**config.mk**
```make
export PLATFORM = sky130hd
export DESIGN_NAME = sram_axi_slave
export DESIGN_NICKNAME = d
export VERILOG_FILES = /design/src/rtl/sram_axi_slave.sv
export SDC_FILE = /design/constraint.sdc
export NUM_CORES = 1
export LEC_CHECK = 0
export BUFFER_PORTS_ARGS = -buffer_cell sky130_fd_sc_hd__buf_4
export CAP_MARGIN = 20
export CORE_MARGIN = 10
export CORE_UTILIZATION = 29
export DETAILED_ROUTE_END_ITERATION = 10
export PLACE_DENSITY = 0.66
export SYNTH_ARGS = -nofsm -noshare
export SYNTH_HDL_FRONTEND = slang
export SYNTH_SLANG_ARGS = --single-unit
```
**constraint.sdc**
```tcl
create_clock -name clk -period 2.4 [get_ports clk]
set_input_delay 0.24 -clock clk [delete_from_list [all_inputs] [get_ports clk]]
set_output_delay 0.24 -clock clk [all_outputs]
set_load 0.02 [all_outputs]
```
**src/rtl/sram_axi_slave.sv**
```systemverilog
// sram_axi_slave
//   AXI4 slave in front of one synchronous single-port SRAM macro.
//   One outstanding transaction at a time; every burst is treated as INCR
//   with 4-byte beats, 1-16 beats, 32-bit data with per-byte strobes.
//
// Ports
//   clk, rst            clock, asynchronous active-high reset
//   AW*/W*/B*           AXI write address / data / response channels
//   AR*/R*              AXI read address / data channels
//   CEB, WEB, BWEB      SRAM chip enable, write enable, bit write mask (all active-low)
//   A, DI               SRAM word index and write data
//   DO                  SRAM read data, valid the cycle after a read access
module sram_axi_slave #(
  parameter int IDX_W = 14,
  parameter int ID_W  = 8
) (
  input  logic              clk,
  input  logic              rst,
  // write address
  input  logic [ID_W-1:0]   AWID,
  input  logic [31:0]       AWADDR,
  input  logic [3:0]        AWLEN,
  input  logic [2:0]        AWSIZE,
  input  logic [1:0]        AWBURST,
  input  logic              AWVALID,
  output logic              AWREADY,
  // write data
  input  logic [31:0]       WDATA,
  input  logic [3:0]        WSTRB,
  input  logic              WLAST,
  input  logic              WVALID,
  output logic              WREADY,
  // write response
  output logic [ID_W-1:0]   BID,
  output logic [1:0]        BRESP,
  output logic              BVALID,
  input  logic              BREADY,
  // read address
  input  logic [ID_W-1:0]   ARID,
  input  logic [31:0]       ARADDR,
  input  logic [3:0]        ARLEN,
  input  logic [2:0]        ARSIZE,
  input  logic [1:0]        ARBURST,
  input  logic              ARVALID,
  output logic              ARREADY,
  // read data
  output logic [ID_W-1:0]   RID,
  output logic [31:0]       RDATA,
  output logic [1:0]        RRESP,
  output logic              RLAST,
  output logic              RVALID,
  input  logic              RREADY,
  // SRAM macro
  output logic              CEB,
  output logic              WEB,
  output logic [31:0]       BWEB,
  output logic [IDX_W-1:0]  A,
  output logic [31:0]       DI,
  input  logic [31:0]       DO
);

  localparam logic [1:0] IDLE = 2'd0;
  localparam logic [1:0] RD   = 2'd1;
  localparam logic [1:0] WR   = 2'd2;
  localparam logic [1:0] RESP = 2'd3;

  localparam logic [IDX_W-1:0] IDX_ONE = IDX_W'(1);

  logic [1:0]       state_q;
  logic [ID_W-1:0]  id_q;     // shared: only one transaction is ever in flight
  logic [3:0]       len_q;
  logic [3:0]       cnt_q;
  logic [IDX_W-1:0] idx_q;

  logic ar_hs, aw_hs, r_hs, w_hs, b_hs;
  logic [31:0] wmask_n;

  // Size/burst type are ignored; AWLEN is ignored since WLAST ends the burst.
  logic unused_ok;
  assign unused_ok = ^{AWLEN, AWSIZE, AWBURST, ARSIZE, ARBURST,
                       AWADDR[31:IDX_W+2], AWADDR[1:0],
                       ARADDR[31:IDX_W+2], ARADDR[1:0]};

  // Read has priority over a simultaneous write request.
  assign ARREADY = (state_q == IDLE);
  assign AWREADY = (state_q == IDLE) & ~ARVALID;
  assign WREADY  = (state_q == WR);
  assign RVALID  = (state_q == RD);
  assign BVALID  = (state_q == RESP);

  assign ar_hs = ARVALID & ARREADY;
  assign aw_hs = AWVALID & AWREADY;
  assign r_hs  = RVALID & RREADY;
  assign w_hs  = WVALID & WREADY;
  assign b_hs  = BVALID & BREADY;

  assign RID   = id_q;
  assign BID   = id_q;
  assign RDATA = DO;
  assign RRESP = 2'b00;
  assign BRESP = 2'b00;
  assign RLAST = (state_q == RD) && (cnt_q == len_q);

  // Byte strobe -> active-low 8-bit lane mask.
  for (genvar k = 0; k < 4; k++) begin : g_lane
    assign wmask_n[8*k +: 8] = {8{~WSTRB[k]}};
  end

  // SRAM command. In RD the next word is fetched only when the current beat
  // is accepted; otherwise the same word is re-read so DO holds steady.
  always_comb begin
    CEB  = 1'b1;
    WEB  = 1'b1;
    BWEB = '1;
    A    = '0;
    DI   = '0;
    case (state_q)
      IDLE: begin
        if (ar_hs) begin
          CEB = 1'b0;
          A   = ARADDR[IDX_W+1:2];
        end
      end
      RD: begin
        CEB = 1'b0;
        A   = RREADY ? idx_q + IDX_ONE : idx_q;
      end
      WR: begin
        if (WVALID) begin
          CEB  = 1'b0;
          WEB  = 1'b0;
          A    = idx_q;
          DI   = WDATA;
          BWEB = wmask_n;
        end
      end
      default: ;
    endcase
  end

  always_ff @(posedge clk or posedge rst) begin
    if (rst) begin
      state_q <= IDLE;
      id_q    <= '0;
      len_q   <= '0;
      cnt_q   <= '0;
      idx_q   <= '0;
    end else begin
      case (state_q)
        IDLE: begin
          if (ar_hs) begin
            state_q <= RD;
            id_q    <= ARID;
            len_q   <= ARLEN;
            cnt_q   <= '0;
            idx_q   <= ARADDR[IDX_W+1:2];
          end else if (aw_hs) begin
            state_q <= WR;
            id_q    <= AWID;
            idx_q   <= AWADDR[IDX_W+1:2];
          end
        end
        RD: begin
          if (r_hs) begin
            idx_q <= idx_q + IDX_ONE;   // wraps mod 2^IDX_W
            cnt_q <= cnt_q + 4'd1;
            if (RLAST) state_q <= IDLE;
          end
        end
        WR: begin
          if (w_hs) begin
            idx_q <= idx_q + IDX_ONE;
            if (WLAST) state_q <= RESP;
          end
        end
        RESP: begin
          if (b_hs) state_q <= IDLE;
        end
        default: state_q <= IDLE;
      endcase
    end
  end

endmodule

```
# == Word-level counts from Yosys, hierarchy flattened ==
# Cells that the tools add are included.
# word_totals
register_bits,32
in_bits,174
# classes
n_addsub,2
n_eq_ne,11
muxes,30
bitwise,11
n_reduce_logical,10
# ops
cell,count
32-bit two-way mux,4
14-bit two-way mux,7
14-bit one-hot mux with 3 select lines,2
8-bit two-way mux,2
14-bit by 1-bit adder with 14-bit output (second input constant),1
2-bit two-way mux,7
4-bit two-way mux,2
2-bit by 1-bit inequality test with 1-bit output (second input constant),4
2-bit one-hot mux with 4 select lines,1
4-bit one-hot mux with 2 select lines,1
1-bit bitwise AND,6
6-bit AND reduction,1
1-bit inverter,5
4-bit by 1-bit adder with 4-bit output (second input constant),1
2-bit == test (second input constant),2
4-bit == test,1
2-bit inequality test (second input constant),2
2-bit AND reduction,2
4-bit AND reduction,1
2-bit nonzero test,2
1-bit two-way mux,3
3-bit by 1-bit inequality test with 1-bit output (second input constant),1
1-bit one-hot mux with 3 select lines,1
3-bit AND reduction,1
4 further kinds,4

# == Longest topological paths before layout ==
# Gate-level depths: netlist (run 1).
# depth
depth_word,6
mapped_depth,9

# == Worst setup path before layout (run 1) ==
# Ideal clock, no wire load.
# synth_path
path_type,register to output
start,register state_q[0]
end,output A[7]
t_arrival_ps,2221
required_ps,2160
slack_ps,-61
path_stages_with_launch,9
n_path_buf,3
path_cell_list,dfrtp_1 inv_1 ha_1 clkbuf_1 and2_1 clkbuf_1 buf_2 nand2_1 a311oi_1
# synth_via
elab_chain_len,4
# synth_rtl
item,line,text
start: declaration,69,logic [1:0] state_q;
start signal: assignment,143,state_q <= IDLE;
start signal: assignment,152,state_q <= RD;
start signal: assignment,158,state_q <= WR;
2-bit zero test *,85,assign ARREADY = (state_q == IDLE);
net ARREADY,45,"output logic ARREADY,"
1-bit bitwise AND,91,assign ar_hs = ARVALID & ARREADY;
14-bit two-way mux,119,if (ar_hs) begin
14-bit one-hot mux with 3 select lines *,117,case (state_q)
end: declaration,57,"output logic [IDX_W-1:0] A,"
# The timed path passes the listed nets; every way through them passes the cells marked *.

# == Worst setup path in the final report (run 1) ==
# layout_path
start,register state_q[1]
end,output A[8]
# layout_via
elab_chain_len,4
# layout_rtl
item,line
2-bit zero test,"85, 117"
1-bit bitwise AND,91
14-bit two-way mux,119
14-bit one-hot mux with 3 select lines *,117
# Every way passes the cells marked *; elsewhere a longest branch is shown, timed or not.

==> key figures, run 1 <==
Clock tree
  • CTS Root Buffer Type: clkbuf_16
  • CTS sink count: 32
  • H-tree Lvls: 2
  • Hold Buf Count CTS: 0
  • CTS tree: done
  • Clock slew at reported path FFs: 0.05 ns
  • Clk buf depth: 2
  • Total CTS buffers: 5
  • Worst skew pair latency: 0.28 ns

Critical path
  • Crit Path Class: flip-flop to output pin
  • CP required: 2.16 ns
  • Worst path slowest cell: or4b_1
  • Worst Path Arrival: 2.07 ns
  • Cell Chain, Critical Path: inv_2 > ha_4 > nand4_1 > or4b_1 > a31oi_1 > buf_4
  • Startpoint Class: flip-flop
  • Worst setup startpoint: state_q[1]
  • Crit-path max FO: 6
  • Crit. End Element: output pin
  • Reg2reg start: state_q[1]
  • Crit path largest cell delay: 0.56 ns

Synth
  • Number of synthesized flops with an enable pin: 0
  • Mapped Cells: 431
  • Synth async-reset ratio: 100.0%
  • Ys flop type: dfrtp_1
  • Register area share after synthesis: 23.80%
  • Post-Syn Area per Cell: 7.806 µm²
  • Syn Std Cell Area: 3364 µm²
  • Syn. warnings: 0
  • Yosys cell types: 60
  • Synthesized flop and latch total: 32

Pwr
  • NetSw: 2.930 mW
  • Internal: 3.024 mW
  • Net Sw Frac: 49.21%
  • Pwr dens: 1264 nW/µm²
  • Combinational Power Share: 69.5%
  • Pleak: 2.372 nW
  • Seq pwr share: 19.2%
  • Max IR drop VDD: 0.0006491 V
  • Clk network pwr share: 11.3%

Timing
  • Post-layout min period: 2.308 ns
  • Slew @ Worst Pin: 0.7476 ns
  • Final worst clock skew: 0.004875 ns
  • Slew Limit Fails: 0
  • Final Setup Violations: 0
  • Fin. Hold Viols: 0
  • RSZ-0062 raised after global routing: true
  • F_max: 0.4333 GHz
  • Final worst path period share: 96.16%
  • Setup tns final: 0 ns
  • Relative slew slack: 50.16%

Detailed routing
  • Drt total wl: 13,530 µm
  • Vias: 3,625
  • Pre-Repair DR Iteration Count: 4
  • Post-DR vias/cell: 5.201
  • Drt wl/cell: 19.40 µm
  • ANT nets after route: 0
  • DRC errors left: 0
  • DRT iter0 DRCs: 206

Global route
  • Largest net degree at the start of global routing: 41
  • Tot GR Track Use: 15.63%
  • Antenna violations before repair: 0
  • Grt ovf: 0
  • Global-route wire length before repair: 20,990 µm
  • Vias in the first global route: 3,746

Final layout
  • Fin cells: 697
  • Area growth syn-to-layout: 40.01%
  • Nets: 733
  • Share of cells above drive strength 1: 46.03%
  • Antenna cells: 0

Place
  • Buffers on Ports: 193
  • Inst Count DP: 684
  • DP HPWL: 10,740 µm
  • Placer Congestion: 0.8802

Min path
  • Worst hold-check path type: input port to asynchronous set/reset pin

Flow run
  • Max-Cap Viols: 0

Die
  • Die height: 127.7 µm
  • Initial Util: 29.59%
  • Die area: 16,310 µm²
  • Cell Rows: 39
  • Chip width: 127.7 µm
  • CORE AREA: 11,370 µm²
  • # IOs: 312

Outcome
  • Status: completed
-- layout by cell type, fill, tap and decap left out, types with 10 or more instances in the layout --
cell	netlist	routed
a31oi_1	12	12
buf_4	73	219
a21oi_1	22	22
nor2_1	10	10
nand3_1	16	16
o22a_1	10	10
o21ai_0	11	11
dfrtp_1	32	26
and3_1	41	40
nand2_1	49	47
-- through the flow --
stage | utilization, % | hold WS [ns] | setup slack [ns] | power (mW) | instance area, µm²
floorplan | - | 0.3454 | 0.1349 | 3.883 | 3382
global placement | 39.17 | 0.3825 | 0.2012 | 5.057 | 4453
detailed placement | 39.17 | 0.3833 | 0.1767 | 5.135 | 4453
CTS | 40.78 | 0.08536 | -0.01066 | 5.870 | 4637
global route | 41.43 | 0.1122 | -0.04292 | 6.403 | 4711
finish | 41.43 | 0.06067 | 0.09225 | 5.953 | 4711
-- synthesized netlist by cell type (all sizes together), types with 4 or more instances --
cell type / number / share of area (%)
dfrtp: 32 / 24
a31oi: 12 / 2.2
a211oi: 5 / 1.1
nand2: 49 / 5.5
and3: 42 / 7.8
a2bb2oi: 5 / 1.3
xor2: 4 / 1.0
nand3: 17 / 2.9
nand3b: 8 / 1.8
clkbuf: 27 / 3.6
a21oi: 22 / 3.3
o21ai: 12 / 1.8
a32oi: 4 / 1.0
nor3: 5 / 0.74
or3: 7 / 1.3
inv: 9 / 1.0
ha: 6 / 2.2
nor2: 10 / 1.1
nand2b: 7 / 1.3
nand4: 4 / 0.74
o22a: 10 / 2.6
nor4: 5 / 0.93
mux2i: 4 / 1.2
buf: 79 / 17
and2: 5 / 0.93
a22o: 8 / 2.1
-- layout make-up --
class	count	area (µm²)
fillers	1143	6659
multi-input cells	286	1892
repair buffers	219	1644
flip-flops and latches	32	808.3
well taps	143	178.9
clock buffers	6	138.9
inverters	9	33.78
clock inverters	2	15.01
-- worst paths after layout --
check                        endpoint  slack (ns)  cells after the start
max in group asynchronous    idx_q[6]        2.00                      3
min reg2reg                  len_q[1]        0.50                      2
min                            BID[6]        0.06                      3
max reg2reg                state_q[0]        0.18                      5
max                              A[8]        0.09                      6
min in group clk             len_q[0]        0.15                      3
-- critical path: cells and delay by family, from the launching register on --
kind | cells | cell delay, ns
compound gates | 1 | 0.16
fa+ha+maj | 1 | 0.18
buf+inv | 2 | 0.27
flops | 1 | 0.42
simple gates | 2 | 0.76
-- power by group through the flow --
stage	registers, mW	clock network, mW	logic (mW)
2_1_floorplan	1.09	0	2.80
3_3_place_gp	1.12	0	3.94
3_5_place_dp	1.13	0	4.00
4_1_cts	1.13	0.691	4.05
5_1_grt	1.19	0.716	4.49
6_report	1.14	0.670	4.14
-- layer usage --
layer / wire length (µm) / GRT usage [%] / up-vias
li1: - / - / 1732
met1: 5268 / 18.09 / 1676
met2: 6599 / 27.11 / 185
met3: 1425 / 5.252 / 32
met4: 231 / 3.775 / 0
met5: 0 / 0 / -
-- repair_timing --
item	CTS	global route
buffers inserted	1	4
resized for setup	7	15
pin swaps	2	4
setup endpoints to repair	11	11
gates cloned	0	0
-- cell families (layout without fill, tap and decap cells) --
family | after synthesis | after routing | share of synthesized area (%)
AND/OR/NAND/NOR | 162 | 162 | 25.85
flip-flops | 32 | 32 | 23.80
AO/OA/AOI/OAI | 103 | 103 | 22.54
XOR/XNOR | 4 | 4 | 1.041
adder cells (fa/ha/maj) | 6 | 6 | 2.231
multiplexers | 7 | 7 | 2.194
other | 1 | 4 | 0.1115
buffers and inverters | 116 | 236 | 22.24
-- state kept, by name (all words and copies together) (netlist names) --
name,cells
cnt_q,4
idx_q,14
len_q,4
BID,8
state_q,2
Power figures use the tool's default switching activity.
==> run 2: changes to the inputs <==
Settings changed: CTS_BUF_LIST from default to sky130_fd_sc_hd__clkbuf_4 sky130_fd_sc_hd__clkbuf_8.
==> run 2 against run 1 <==
Sequential cell count unchanged; critical path depth up 1; utilization grew 0.32 points; sequential power barely moved; final cell count grew 1.3%; clock skew rose by 0.0033 ns; worst setup slack better by 0.012 ns; worst hold slack lost 0.0024 ns; total power fell by 1.5%; cell area rose by 0.77%; register-to-register slack better by 0.03 ns; critical path type unchanged.
==> key figures, run 2 (synthesized netlist as in run 1, its figures left out) <==
Die
  • Initial Util: 29.59% (unchanged)
  • CORE AREA: 11,370 µm² (unchanged)
  • Die area: 16,310 µm² (unchanged)
  • Chip width: 127.7 µm (unchanged)
  • Die height: 127.7 µm (unchanged)
  • # IOs: 312 (unchanged)
  • Cell Rows: 39 (unchanged)

Clock tree
  • H-tree Lvls: 2 (unchanged)
  • Worst skew pair latency: 0.29 ns (about the same)
  • Total CTS buffers: 5 (unchanged)
  • Clk buf depth: 2 (unchanged)
  • Clock slew at reported path FFs: 0.08 ns (+0.03 ns)
  • Hold Buf Count CTS: 0 (unchanged)
  • CTS Root Buffer Type: clkbuf_8
  • CTS sink count: 32 (unchanged)
  • CTS tree: done

Global route
  • Tot GR Track Use: 15.54% (-0.086 points)
  • Antenna violations before repair: 0 (unchanged)
  • Largest net degree at the start of global routing: 41 (unchanged)
  • Global-route wire length before repair: 20,950 µm (-0.20%)
  • Vias in the first global route: 3,734 (-0.32%)
  • Grt ovf: 0 (unchanged)

Detailed routing
  • Highest routing layer actually used: met4
  • DRT iter0 DRCs: 232 (+13%)
  • Met1 wire length: 5353 µm (+1.6%)
  • Routed wl met3: 1399 µm (-1.8%)
  • Vias: 3,673 (+1.3%)
  • Post-DR vias/cell: 5.203 (about the same)
  • ANT nets after route: 0 (unchanged)
  • Drt wl/cell: 19.36 µm (-0.22%)
  • DRC errors left: 0 (unchanged)
  • WL met2: 6717 µm (+1.8%)
  • Pre-Repair DR Iteration Count: 4 (unchanged)
  • Drt total wl: 13,670 µm (+1.1%)

Final layout
  • Most frequent cells in the layout: 228 x buf_4, 47 x nand2_1, 40 x and3_1, 25 x dfrtp_1, 22 x a21oi_1
  • Share of cells above drive strength 1: 47.25% (+1.2 points)
  • Area growth syn-to-layout: 41.09%
  • Fin cells: 706 (+1.3%)
  • Nets: 742 (+1.2%)
  • Commonest non-fill, non-tap cell in the layout: buf_4
  • Reg with most FFs: idx_q
  • Max FFs per register: 14 (unchanged)
  • Antenna cells: 0 (unchanged)

Critical path
  • Cell Chain, Critical Path: inv_1 > ha_2 > and2_1 > buf_4 > nand2_1 > a31oi_1 > buf_4
  • Worst path slowest cell: dfrtp_2
  • CP required: 2.16 ns (about the same)
  • Most frequent CP cell: buf_4
  • Worst R2R Setup Slack: 0.21 ns (+0.03 ns)
  • Worst Path Arrival: 2.06 ns (about the same)
  • Worst R2R Path Depth: 5 (unchanged)
  • Crit path buffers/inverters: 3 (+1)
  • Family with the most delay on the worst path: buffers and inverters
  • Worst setup startpoint: state_q[0]
  • Crit. End Element: output pin
  • Reg2reg start: state_q[1]
  • Crit Path Class: flip-flop to output pin
  • Startpoint Class: flip-flop
  • R2r endpoint: state_q[0]
  • Crit path largest cell delay: 0.45 ns (-0.11 ns)
  • Crit-path max FO: 11 (+5)

Timing
  • Final worst clock skew: 0.008136 ns (+0.003261 ns)
  • Final worst path period share: 95.68% (-0.48 points)
  • RSZ-0062 raised after global routing: true
  • Slew Limit Fails: 0 (unchanged)
  • Relative slew slack: 51.87% (+1.7 points)
  • F_max: 0.4355 GHz (+0.50%)
  • Worst hold slack: 0.05831 ns (-0.002361 ns)
  • Final Setup Violations: 0 (unchanged)
  • Slew @ Worst Pin: 0.7219 ns (-0.02569 ns)
  • Setup tns final: 0 ns (unchanged)
  • Fin. Hold Viols: 0 (unchanged)
  • Post-layout min period: 2.296 ns (-0.01150 ns)

Place
  • Buffers on Ports: 193 (unchanged)
  • DP HPWL: 10,740 µm (unchanged)
  • Inst Count DP: 684 (unchanged)
  • Placer Congestion: 0.8802 (unchanged)

Pwr
  • Pleak: 2.396 nW (+1.0%)
  • Max IR drop VDD: 0.0006547 V (+0.86%)
  • Pwr dens: 1235 nW/µm² (-2.3%)

Min path
  • Worst hold-check path type: input port to asynchronous set/reset pin

Outcome
  • Status: completed

Flow run
  • Max-Cap Viols: 0 (unchanged)
==> run 2: worst max path at each step <==
| stage | end | slack [ns] | depth (start not counted) |
|---|---|---|---|
| 3_5_place_dp | A[12] | 0.18 | 7 |
| 6_report | A[6] | 0.10 | 7 |
| 3_3_place_gp | A[11] | 0.20 | 7 |
| 2_1_floorplan | A[7] | 0.13 | 8 |
| 5_1_grt | A[1] | -0.007 | 7 |
| 4_1_cts | A[8] | -0.006 | 6 |
==> run 2: power breakdown <==
part | switching [mW] | total, mW | internal (mW)
logic | 2.39 | 4.27 | 1.88
clock network | 0.237 | 0.470 | 0.233
registers | 0.311 | 1.12 | 0.810
==> run 2: stage by stage <==
stage	area, µm²	total power [mW]	util, %	setup slack [ns]
3_3_place_gp	4453	5.057	39.17	0.2012
5_1_grt	4747	6.298	41.75	-0.006952
6_report	4747	5.862	41.75	0.1037
2_1_floorplan	3382	3.883	-	0.1349
4_1_cts	4599	5.675	40.45	-0.005962
3_5_place_dp	4453	5.135	39.17	0.1767
==> run 2: layer usage <==
metal	GRT usage, %	vias to the layer above
met2	27.05	187
met3	5.211	31
met1	18.09	1707
met5	0	-
li1	-	1748
met4	3.311	0
==> run 2: worst reg2reg max path, delay by kind of cell, from the launching register on <==
kind / cells / cell delay (ns)
AO/OA/AOI/OAI: 2 / 0.37
flip-flops: 1 / 0.41
multiplexers: 1 / 0.38
adder cells (fa/ha/maj): 1 / 0.65
buffers and inverters: 1 / 0.28
==> run 2: cell type report <==
class,count,area [µm²]
tap,143,178.9
inverter,9,33.78
clock inverter,2,15.01
multi-input combinational,286,1916
sequential,32,809.5
timing repair buffer,228,1712
fill,1137,6623
clock buffer,6,82.58
==> run 2: timing repair <==
action	CTS	global route
pin swaps	3	7
endpoints found under the setup margin	11	13
setup buffers	2	12
resized for setup	10	16
hold endpoints to repair	0	0
==> run 3: changes to the inputs <==
Settings changed: PLACE_DENSITY 0.66 to 0.65, SLEW_MARGIN from default to 20.
==> run 3 against run 2 <==
Via count shrank 2.2%; utilization down 0.52 points; sequential power hardly changed; die area unchanged; sequential share of layout area increased by 0.19 points; clock power grew 26%; combinational power down 4%; critical path type unchanged; critical endpoint is now A[8]; highest routed layer unchanged.
==> key figures, run 3 (synthesized netlist as in run 1, its figures left out) <==
Outcome
  • Status: completed

Place
  • Buffers on Ports: 193 (unchanged)
  • Pre-CTS setup slack: 0.2005 ns (+0.02382 ns)
  • Placer Congestion: 0.8657 (-1.6%)
  • DP HPWL: 10,630 µm (-1.1%)

Die
  • Die height: 127.7 µm (unchanged)
  • Die area: 16,310 µm² (unchanged)
  • Chip width: 127.7 µm (unchanged)
  • # IOs: 312 (unchanged)
  • CORE AREA: 11,370 µm² (unchanged)
  • Initial Util: 29.59% (unchanged)
  • Cell Rows: 39 (unchanged)

Critical path
  • CP required: 2.16 ns (about the same)
  • Crit Path Class: flip-flop to output pin
  • Worst R2R Setup Slack: 0.29 ns (+0.08 ns)
  • R2r endpoint: idx_q[0]
  • Worst R2R Path Depth: 8 (+3)
  • Startpoint Class: flip-flop
  • Family with the most delay on the worst path: simple AND/OR/NAND/NOR gates
  • Reg2reg start: state_q[0]
  • Crit. End Element: output pin
  • Crit path largest cell delay: 0.52 ns (+0.07 ns)
  • Crit path buffers/inverters: 2 (-1)
  • Worst Path Arrival: 2.06 ns (about the same)
  • Crit-path max FO: 6 (-5)
  • Cell Chain, Critical Path: inv_2 > ha_4 > nand4_1 > or4b_1 > a31oi_1 > buf_4
  • Worst path slowest cell: or4b_1

Final layout
  • Share of cells above drive strength 1: 45.65% (-1.6 points)
  • Max FFs per register: 14 (unchanged)
  • Most frequent cells in the layout: 215 x buf_4, 47 x nand2_1, 40 x and3_1, 26 x dfrtp_1, 22 x a21oi_1
  • Filler cell count: 1,151 (+1.2%)
  • Reg with most FFs: idx_q
  • Commonest non-fill, non-tap cell in the layout: buf_4
  • Antenna cells: 0 (unchanged)
  • Nets: 731 (-1.5%)
  • Area growth syn-to-layout: 39.35%

Timing
  • Relative slew slack: 62.51% (+11 points)
  • Final Setup Violations: 0 (unchanged)
  • Final worst clock skew: 0.007223 ns (-0.0009129 ns)
  • Fin. Hold Viols: 0 (unchanged)
  • Slew Limit Fails: 0 (unchanged)
  • RSZ-0062 raised after global routing: true
  • F_max: 0.4354 GHz (about the same)
  • Final worst path period share: 95.70% (about the same)
  • Slew @ Worst Pin: 0.5586 ns (-0.1633 ns)
  • Worst Slack Setup Final: 0.1031 ns (-0.0006650 ns)
  • Post-layout min period: 2.297 ns (+0.0006650 ns)

Pwr
  • Pwr dens: 1248 nW/µm² (+1.0%)
  • Pleak: 2.364 nW (-1.3%)
  • Tot Pwr: 5.850 mW (-0.21%)
  • Max IR drop VDD: 0.0006295 V (-3.9%)

Clock tree
  • Clk buf depth: 2 (unchanged)
  • Worst skew pair latency: 0.29 ns (about the same)
  • H-tree Lvls: 2 (unchanged)
  • Hold Buf Count CTS: 0 (unchanged)
  • Total CTS buffers: 5 (unchanged)
  • CTS tree: done
  • CTS sink count: 32 (unchanged)
  • CTS Root Buffer Type: clkbuf_8
  • Clock slew at reported path FFs: 0.08 ns (about the same)

Detailed routing
  • DRC errors left: 0 (unchanged)
  • Post-DR vias/cell: 5.167 (-0.69%)
  • Pre-Repair DR Iteration Count: 4 (unchanged)
  • Drt wl/cell: 18.97 µm (-2.0%)
  • Vias: 3,591 (-2.2%)
  • ANT nets after route: 0 (unchanged)
  • Drt total wl: 13,190 µm (-3.5%)
  • DRT iter0 DRCs: 278 (+20%)

Min path
  • Worst hold-check path type: input port to asynchronous set/reset pin

Global route
  • Vias in the first global route: 3,773 (+1.0%)
  • Largest net degree at the start of global routing: 41 (unchanged)
  • Antenna violations before repair: 0 (unchanged)
  • Global-route wire length before repair: 20,640 µm (-1.5%)
  • Grt ovf: 0 (unchanged)
  • Tot GR Track Use: 15.22% (-0.32 points)

Flow run
  • Max-Cap Viols: 0 (unchanged)
## run 3: through the flow
stage / instances / cell area (µm²) / utilization, % / TNS (ns) / hold slack [ns]
CTS: 694 / 4619 / 40.63 / -0.0005982 / 0.07167
floorplan: 434 / 3382 / - / 0 / 0.3454
detailed placement: 683 / 4458 / 39.21 / 0 / 0.3868
global placement: 683 / 4458 / 39.21 / 0 / 0.3796
finish: 695 / 4688 / 41.23 / 0 / 0.04840
global route: 695 / 4688 / 41.23 / -0.02020 / 0.09298
## run 3: worst max path at each step
stage	start	endpoint	slack (ns)	depth (start not counted)
floorplan	state_q[0]	A[7]	0.13	8
global placement	state_q[1]	A[10]	0.22	8
detailed placement	state_q[1]	A[10]	0.20	8
CTS	state_q[1]	A[8]	-0.0006	6
global route	idx_q[1]	A[12]	-0.02	6
finish	state_q[1]	A[8]	0.10	6
## run 3: report_power, final
part	switching [mW]	total [mW]	internal [mW]	leakage, nW
Clock	0.223	0.590	0.367	0.0645
Sequential	0.331	1.14	0.809	0.382
Combinational	2.31	4.12	1.81	1.92
## run 3: routing by layer
layer | track usage [%] | vias up | part of all wire (%)
li1 | - | 1726 | -
met1 | 17.60 | 1671 | 39
met2 | 25.96 | 171 | 48
met3 | 5.087 | 23 | 10
met4 | 4.768 | 0 | 1.7
met5 | 0 | - | 0
## run 3: cell type report
cell class / instances / area [µm²] / share of cell area [%]
multi-input combinational: 286 / 1896 / 40.43
timing repair buffer: 217 / 1645 / 35.09
tap: 143 / 178.9 / 3.816
inverter: 9 / 33.78 / 0.7206
clock buffer: 7 / 96.34 / 2.055
sequential: 32 / 808.3 / 17.24
clock inverter: 1 / 30.03 / 0.6405
## run 3: repair_timing
action | CTS | global route
setup endpoints to repair | 10 | 13
gates resized for setup | 5 | 21
pin swaps | 3 | 1
setup buffers | 3 | 1
## run 3: worst min-delay path, cell delays in order
cell and delay (ns):
buf_4 0.11, inv_1 0.04, buf_4 0.38
